--- config.mk ---
export PLATFORM = sky130hd
export DESIGN_NAME = noc_local_injector
export DESIGN_NICKNAME = d
export VERILOG_FILES = /design/src/rtl/noc_pkg.sv /design/src/rtl/noc_ni_fifo.sv /design/src/rtl/noc_local_injector.sv
export SDC_FILE = /design/constraint.sdc
export NUM_CORES = 1
export LEC_CHECK = 0
export CAP_MARGIN = 30
export CORE_ASPECT_RATIO = 1.4
export CORE_UTILIZATION = 49
export DETAILED_ROUTE_END_ITERATION = 12
export PLACE_DENSITY = 0.91
export SETUP_SLACK_MARGIN = 0.02
export SLEW_MARGIN = 30
export SYNTH_ARGS = -nofsm -noshare
export SYNTH_HDL_FRONTEND = slang
export SYNTH_SLANG_ARGS = --single-unit
--- constraint.sdc ---
create_clock -name clk -period 4.48 [get_ports clk]
set_clock_uncertainty 0.2 [all_clocks]
set_input_delay 1.12 -clock clk [delete_from_list [all_inputs] [get_ports clk]]
set_output_delay 1.12 -clock clk [all_outputs]
set_load 0.02 [all_outputs]
--- src/rtl/noc_pkg.sv ---
// noc_pkg
// Shared definitions for the network-interface injection path:
//   - bit positions of the dx / dy / tag fields inside a 64-bit flit
//   - make_flit() packs a tile request into a flit
//   - ni_state_t is the congestion tracker state encoding
//   - CNT_SAT is the saturation value of the 32-bit statistics counters
package noc_pkg;

    localparam int DX_MSB  = 63;
    localparam int DX_LSB  = 56;
    localparam int DY_MSB  = 55;
    localparam int DY_LSB  = 48;
    localparam int TAG_MSB = 15;
    localparam int TAG_LSB = 0;

    localparam logic [31:0] CNT_SAT = 32'hFFFF_FFFF;

    typedef enum logic [1:0] {
        IDLE      = 2'd0,
        FLOWING   = 2'd1,
        STALLED   = 2'd2,
        CONGESTED = 2'd3
    } ni_state_t;

    // Every field not carrying dx, dy or tag is zero (including the 2-bit
    // type field at [47:46], which marks a plain data flit).
    function automatic logic [63:0] make_flit(input logic [7:0]  dx,
                                              input logic [7:0]  dy,
                                              input logic [15:0] tag);
        logic [63:0] f;
        f                  = '0;
        f[DX_MSB:DX_LSB]   = dx;
        f[DY_MSB:DY_LSB]   = dy;
        f[TAG_MSB:TAG_LSB] = tag;
        return f;
    endfunction

endpackage

--- src/rtl/noc_ni_fifo.sv ---
// noc_ni_fifo
// Synchronous FIFO with an occupancy count, asynchronous active-low reset.
// Ports:
//   clk, reset_n        clock and asynchronous active-low reset
//   push_i, din_i       write request and data (ignored when full)
//   pop_i               read request (ignored when empty)
//   dout_o              head entry; all zeros while empty
//   count_o             number of entries currently stored
// DEPTH must be a power of two so the pointers wrap by natural overflow.
module noc_ni_fifo #(
    parameter int WIDTH = 64,
    parameter int DEPTH = 4,
    parameter int CNT_W = 5
) (
    input  logic             clk,
    input  logic             reset_n,
    input  logic             push_i,
    input  logic [WIDTH-1:0] din_i,
    input  logic             pop_i,
    output logic [WIDTH-1:0] dout_o,
    output logic [CNT_W-1:0] count_o
);

    localparam int PTR_W = $clog2(DEPTH);

    logic [WIDTH-1:0] mem_q [DEPTH];
    logic [PTR_W-1:0] wr_ptr_q;
    logic [PTR_W-1:0] rd_ptr_q;
    logic [CNT_W-1:0] count_q;
    logic             push_ok;
    logic             pop_ok;

    assign push_ok = push_i && (count_q < CNT_W'(DEPTH));
    assign pop_ok  = pop_i && (count_q != '0);

    always_ff @(posedge clk or negedge reset_n) begin
        if (!reset_n) begin
            wr_ptr_q <= '0;
            rd_ptr_q <= '0;
            count_q  <= '0;
        end else begin
            if (push_ok) wr_ptr_q <= wr_ptr_q + 1'b1;
            if (pop_ok)  rd_ptr_q <= rd_ptr_q + 1'b1;
            if (push_ok && !pop_ok)      count_q <= count_q + 1'b1;
            else if (pop_ok && !push_ok) count_q <= count_q - 1'b1;
        end
    end

    // Storage needs no reset: the output is gated while the FIFO is empty.
    always_ff @(posedge clk) begin
        if (push_ok) mem_q[wr_ptr_q] <= din_i;
    end

    assign dout_o  = (count_q != '0) ? mem_q[rd_ptr_q] : '0;
    assign count_o = count_q;

endmodule

--- src/rtl/noc_local_injector.sv ---
// noc_local_injector
// Injection stage between a tile and the router's local input port. Packs
// tile requests into flits, queues them in noc_ni_fifo and offers them to
// the router with valid/ready. A small FSM tracks back-pressure and raises
// `congested` after STALL_LIMIT consecutive stalled cycles.
// Ports:
//   clk, reset_n                   clock, asynchronous active-low reset
//   req_valid/req_ready            tile request handshake
//   req_dx, req_dy, req_tag        request fields
//   flit_out/valid_out/ready_in    router local-port handshake
//   occupancy                      FIFO entries in use
//   congested                      registered congestion flag
//   inject_count, stall_count,
//   peak_occupancy                 statistics (zero unless enabled)
// Build option: define NOC_INJECTOR_STATS_EN to implement the statistics
// counters; otherwise they are tied to zero.
module noc_local_injector
    import noc_pkg::*;
#(
    parameter int FLIT_WIDTH  = 64,
    parameter int DEPTH       = 4,
    parameter int STALL_LIMIT = 8
) (
    input  logic                  clk,
    input  logic                  reset_n,
    input  logic                  req_valid,
    output logic                  req_ready,
    input  logic [7:0]            req_dx,
    input  logic [7:0]            req_dy,
    input  logic [15:0]           req_tag,
    output logic [FLIT_WIDTH-1:0] flit_out,
    output logic                  valid_out,
    input  logic                  ready_in,
    output logic [4:0]            occupancy,
    output logic                  congested,
    output logic [31:0]           inject_count,
    output logic [31:0]           stall_count,
    output logic [4:0]            peak_occupancy
);

    logic [FLIT_WIDTH-1:0] packed_flit;
    logic                  push;
    logic                  pop;
    logic                  stall;
    logic [4:0]            occ_next;
    logic [7:0]            stall_run_d;
    ni_state_t             state_q;
    logic [7:0]            stall_run_q;
    logic                  congested_q;

    assign packed_flit = make_flit(req_dx, req_dy, req_tag);

    // Acceptance depends only on the registered count, never on ready_in.
    assign req_ready = (occupancy < 5'(DEPTH));
    assign valid_out = (occupancy != 5'd0);
    assign push      = req_valid && req_ready;
    assign pop       = valid_out && ready_in;
    assign stall     = valid_out && !ready_in;
    assign occ_next  = occupancy + {4'd0, push} - {4'd0, pop};

    noc_ni_fifo #(
        .WIDTH (FLIT_WIDTH),
        .DEPTH (DEPTH),
        .CNT_W (5)
    ) u_fifo (
        .clk     (clk),
        .reset_n (reset_n),
        .push_i  (push),
        .din_i   (packed_flit),
        .pop_i   (pop),
        .dout_o  (flit_out),
        .count_o (occupancy)
    );

    assign stall_run_d = (stall_run_q == 8'hFF) ? 8'hFF : stall_run_q + 8'd1;

    // Emptiness wins over everything; a pop always releases the stall run.
    // Since valid_out is high whenever the FIFO is non-empty, every
    // non-empty cycle either pops or stalls, so stall runs are consecutive.
    always_ff @(posedge clk or negedge reset_n) begin
        if (!reset_n) begin
            state_q     <= IDLE;
            stall_run_q <= 8'd0;
            congested_q <= 1'b0;
        end else if (occ_next == 5'd0) begin
            state_q     <= IDLE;
            stall_run_q <= 8'd0;
            congested_q <= 1'b0;
        end else if (pop) begin
            state_q     <= FLOWING;
            stall_run_q <= 8'd0;
            congested_q <= 1'b0;
        end else if (stall) begin
            stall_run_q <= stall_run_d;
            if (stall_run_d >= 8'(STALL_LIMIT)) begin
                state_q     <= CONGESTED;
                congested_q <= 1'b1;
            end else begin
                state_q     <= STALLED;
                congested_q <= 1'b0;
            end
        end else if (state_q == IDLE) begin
            state_q <= FLOWING;
        end
    end

    assign congested = congested_q;

`ifdef NOC_INJECTOR_STATS_EN
    logic [31:0] inject_q;
    logic [31:0] stall_cnt_q;
    logic [4:0]  peak_q;

    // Peak follows the registered occupancy, so it lags it by one cycle.
    always_ff @(posedge clk or negedge reset_n) begin
        if (!reset_n) begin
            inject_q    <= 32'd0;
            stall_cnt_q <= 32'd0;
            peak_q      <= 5'd0;
        end else begin
            if (pop && inject_q != CNT_SAT)      inject_q    <= inject_q + 32'd1;
            if (stall && stall_cnt_q != CNT_SAT) stall_cnt_q <= stall_cnt_q + 32'd1;
            if (occupancy > peak_q)              peak_q      <= occupancy;
        end
    end

    assign inject_count   = inject_q;
    assign stall_count    = stall_cnt_q;
    assign peak_occupancy = peak_q;
`else
    assign inject_count   = 32'd0;
    assign stall_count    = 32'd0;
    assign peak_occupancy = 5'd0;
`endif

endmodule

==> run summary, run 1 <==
Clock tree from TritonCTS -> done
Total number of vias -> 3700
Layout Nets -> 594
Later-pin clock latency in the skew report -> 0.41 ns
Final setup violating endpoints -> 0
Antenna cells -> 0
Worst flop-to-flop path endpoint -> stall_run_q[5]
Ys flop type -> edfxtp_1
DP HPWL -> 7820 um
FF-to-FF path depth -> 16
Most used standard cells in the synthesized netlist -> edfxtp_1, buf_4, and2_1
Via count normalized by instance count -> 5.01
Root Buffer Master -> clkbuf_16
Met1 routed wirelength after detailed routing -> 4670 um
Placer congestion estimate -> 0.809
Violation count after the first detailed-routing iteration -> 213
Post-route cell area -> 8130 um^2
Met3 Wirelength -> 666 um
Top fanout value on the critical path -> 21
Worst slew slack as a fraction of its limit -> 40.2%
Synthesized flop and latch total -> 146
Hold Path Class -> flip-flop to flip-flop
Wirelength, routed -> 12300 um
Clk sinks -> 146
Count of max-cap constraint violations -> 0
Library cell appearing most often on the critical path -> buf_4
Number of enable flip-flop cells after synthesis -> 128
Xor and xnor fraction of the mapped netlist area -> 1.26%
Core footprint -> 13900 um^2
Main combinational cell family by area after synthesis -> buffers and inverters
Leakage Power -> 0.00303 uW
Final max-slew violation count -> 0
Slowest Stage Delay on Critical Path -> 0.63 ns
Transition time at the pin with the least slew margin -> 0.897 ns
Number of buffers created by CTS -> 17
Startpoint of the worst hold path -> stall_run_q[1]
Vias in the first global route -> 3819
Worst vdd ir -> 0.000468 V
Clock-pin slew reported for the worst setup and hold paths after clock tree synthesis -> 0.06 ns
Pin count of the biggest net entering global routing -> 35
Count of H-tree levels built during CTS -> 4
Total grt overflow -> 0
Die Ht -> 143 um
Top post-synthesis cells by area -> edfxtp_1, buf_4, mux4_2
Crit path max-delay cell type -> clkdlybuf4s50_1
Total negative slack -> 0 ns
Number of standard-cell rows in the floorplan -> 51
Cells after synthesis -> 462
Sort of element at the end of the critical path -> output pin
Crit path max-delay family -> buffers and inverters
Die Outline Area -> 14700 um^2
Wire length of the first global-routing pass -> 19300 um
Post-synth ARST share -> 12.3%
Initial DRT Pass Iterations -> 4
Placed standard-cell area -> 7540 um^2
Die outline width -> 103 um
Average cell area after synthesis -> 15.1 um^2
Number of antenna violations at the first check in global routing -> 0
Portion of netlist area occupied by mux cells -> 10.5%
Global-route usage over all layers -> 17.9%
Fraction of synthesized cell area taken by the top area cell type -> 55.1%
Post-CTS Setup Inserts -> 0
Post-synthesis to final-layout area growth -> 16.6%
R2r setup slk -> 0.49 ns
Port-buffer cells -> 75
DRC violation count after routing -> 0
Endpoints failing hold -> 0
Max Clk Rate -> 235 MHz
Startpoint of the worst register-to-register path -> u_fifo.count_o[2]
Unrepaired setup endpoints after global routing -> no
Cells traversed along the worst timing path -> inv_1 > ha_1 > nor4b_4 > buf_4 > inv_2 > buf_4 > and2_1 > clkdlybuf4s50_1
Dominant cell by count in the synthesized netlist -> edfxtp_1
Min-Delay Path Depth -> 2
Initial Utilization -> 50.1%
Class of the most critical setup path -> flip-flop to output pin
Share of the synthesized area in compound gates (AO/OA/AOI/OAI) -> 3.59%
Synth Area in Adders -> 3.44%
Register area share after synthesis -> 61.6%
Maximum number of buffers from clock root to sink -> 2
Kind of start point of the critical path -> flip-flop
Wire length per cell after detailed routing -> 16.7 um
Cell area after technology mapping -> 6970 um^2
Power per standard cell area -> 629 nW/um^2
Count of buffer and inverter cells on the critical path -> 5
Worst path required time -> 3.16 ns
Cts hold-fix bufs -> 0
Min-Delay Endpoint -> stall_run_q[1]
Number of distinct library cells after synthesis -> 41
Data arrival, critical path -> 2.93 ns
Cell type with the highest aggregate area in the netlist -> edfxtp_1
Post-layout min period -> 4.25 ns
Resize count post-CTS -> 0
I/O pin cnt -> 177
Synthesis Warnings -> 0
Share of final-layout standard cells stronger than drive strength 1 -> 14.1%
Highest routing layer actually used -> met4
Status -> finished clean
Met2 wire length -> 6760 um
Simple-gate share of the synthesized area -> 6.84%
Share of the clock period used by the worst path after layout -> 94.9%
Remaining number of nets flagged by the antenna check after routing -> 0
==> state kept, by name (all words and copies together) (netlist names) <==
signal           flops
u_fifo.mem_q       128
congested            1
u_fifo.count_o       5
u_fifo.rd_ptr_q      2
stall_run_q          8
u_fifo.wr_ptr_q      2
==> metrics by stage <==
stage               total power (uW)  util [%]  setup WS [ns]  hold slack, ns  std cells
finish                          5120      58.5          0.227           0.387        738
global route                    5380      58.5         0.0572           0.436        738
CTS                             5160      58.5          0.198           0.388        738
detailed placement              3740      54.2          0.200           0.374        706
global placement                3670      54.2          0.384           0.346        706
floorplan                       3080         -          0.936           0.316        562
==> cell usage in the layout, fill, tap and decap left out, drive strengths merged, types with 2 or more instances in the layout <==
cell type      count
dfrtp             18
bufinv             2
o22ai              2
nor3               5
ha                16
nand3              4
a21o               3
xor2               2
o21ai              6
or3                3
fa                 2
clkbuf            17
a31oi              5
edfxtp           128
nand2              9
and2              34
conb             101
clkinv             5
nand4              2
a211oi             3
xnor2              8
mux4              32
inv               22
buf                3
clkdlybuf4s50     75
and3               6
nor2              16
a22oi              2
a21oi             13
==> cells by family (layout without fill, tap and decap cells) <==
family                   Yosys count  count (layout)
AO/OA/AOI/OAI                     37              37
XOR/XNOR                          10              10
adder cells (fa/ha/maj)           18              18
buffers and inverters            133             124
flip-flops                       146             146
multiplexers                      33              33
other                              1             101
AND/OR/NAND/NOR                   84              84
==> worst min-delay path: cells and delay by family (launching register included) <==
family	cells	cell delay [ns]
flip-flops	1	0.39
AO/OA/AOI/OAI	1	0.08
AND/OR/NAND/NOR	1	0.08
==> metal layers <==
| layer | vias up | track usage [%] |
|---|---|---|
| met5 | - | 0 |
| met3 | 22 | 4.75 |
| met1 | 1836 | 20.4 |
| li1 | 1646 | - |
| met2 | 196 | 31.6 |
| met4 | 0 | 7.26 |
==> how the worst max path moves through the flow <==
stage	startpoint	end	slack [ns]	cells after the start
finish	u_fifo.count_o[2]	flit_out[55]	0.23	8
global route	u_fifo.count_o[2]	flit_out[52]	0.06	8
floorplan	ready_in	congested	0.94	11
detailed placement	ready_in	congested	0.20	12
global placement	ready_in	stall_run_q[2]	0.38	11
CTS	u_fifo.count_o[2]	flit_out[52]	0.20	8
==> power breakdown <==
part | leakage (uW) | switching (uW) | internal [uW]
Clock | 0.000295 | 575 | 838
Sequential | 0.00138 | 147 | 1620
Combinational | 0.00136 | 987 | 951
Total | 0.00303 | 1710 | 3410
==> area by class of cell <==
class	instances	area (um^2)
clock buffers	17	425
clock inverters	15	170
fillers	1056	5780
inverters	14	52.6
multi-input cells	283	2170
flip-flops and latches	146	4300
well taps	185	231
repair buffers	78	786
(Power assumes the default switching activity.)
==> run 2: changes to the inputs <==
SLEW_MARGIN = default   (was 30)
==> results of run 2 <==
No change in the layout: final DEF, timing and power equal those of run 1.
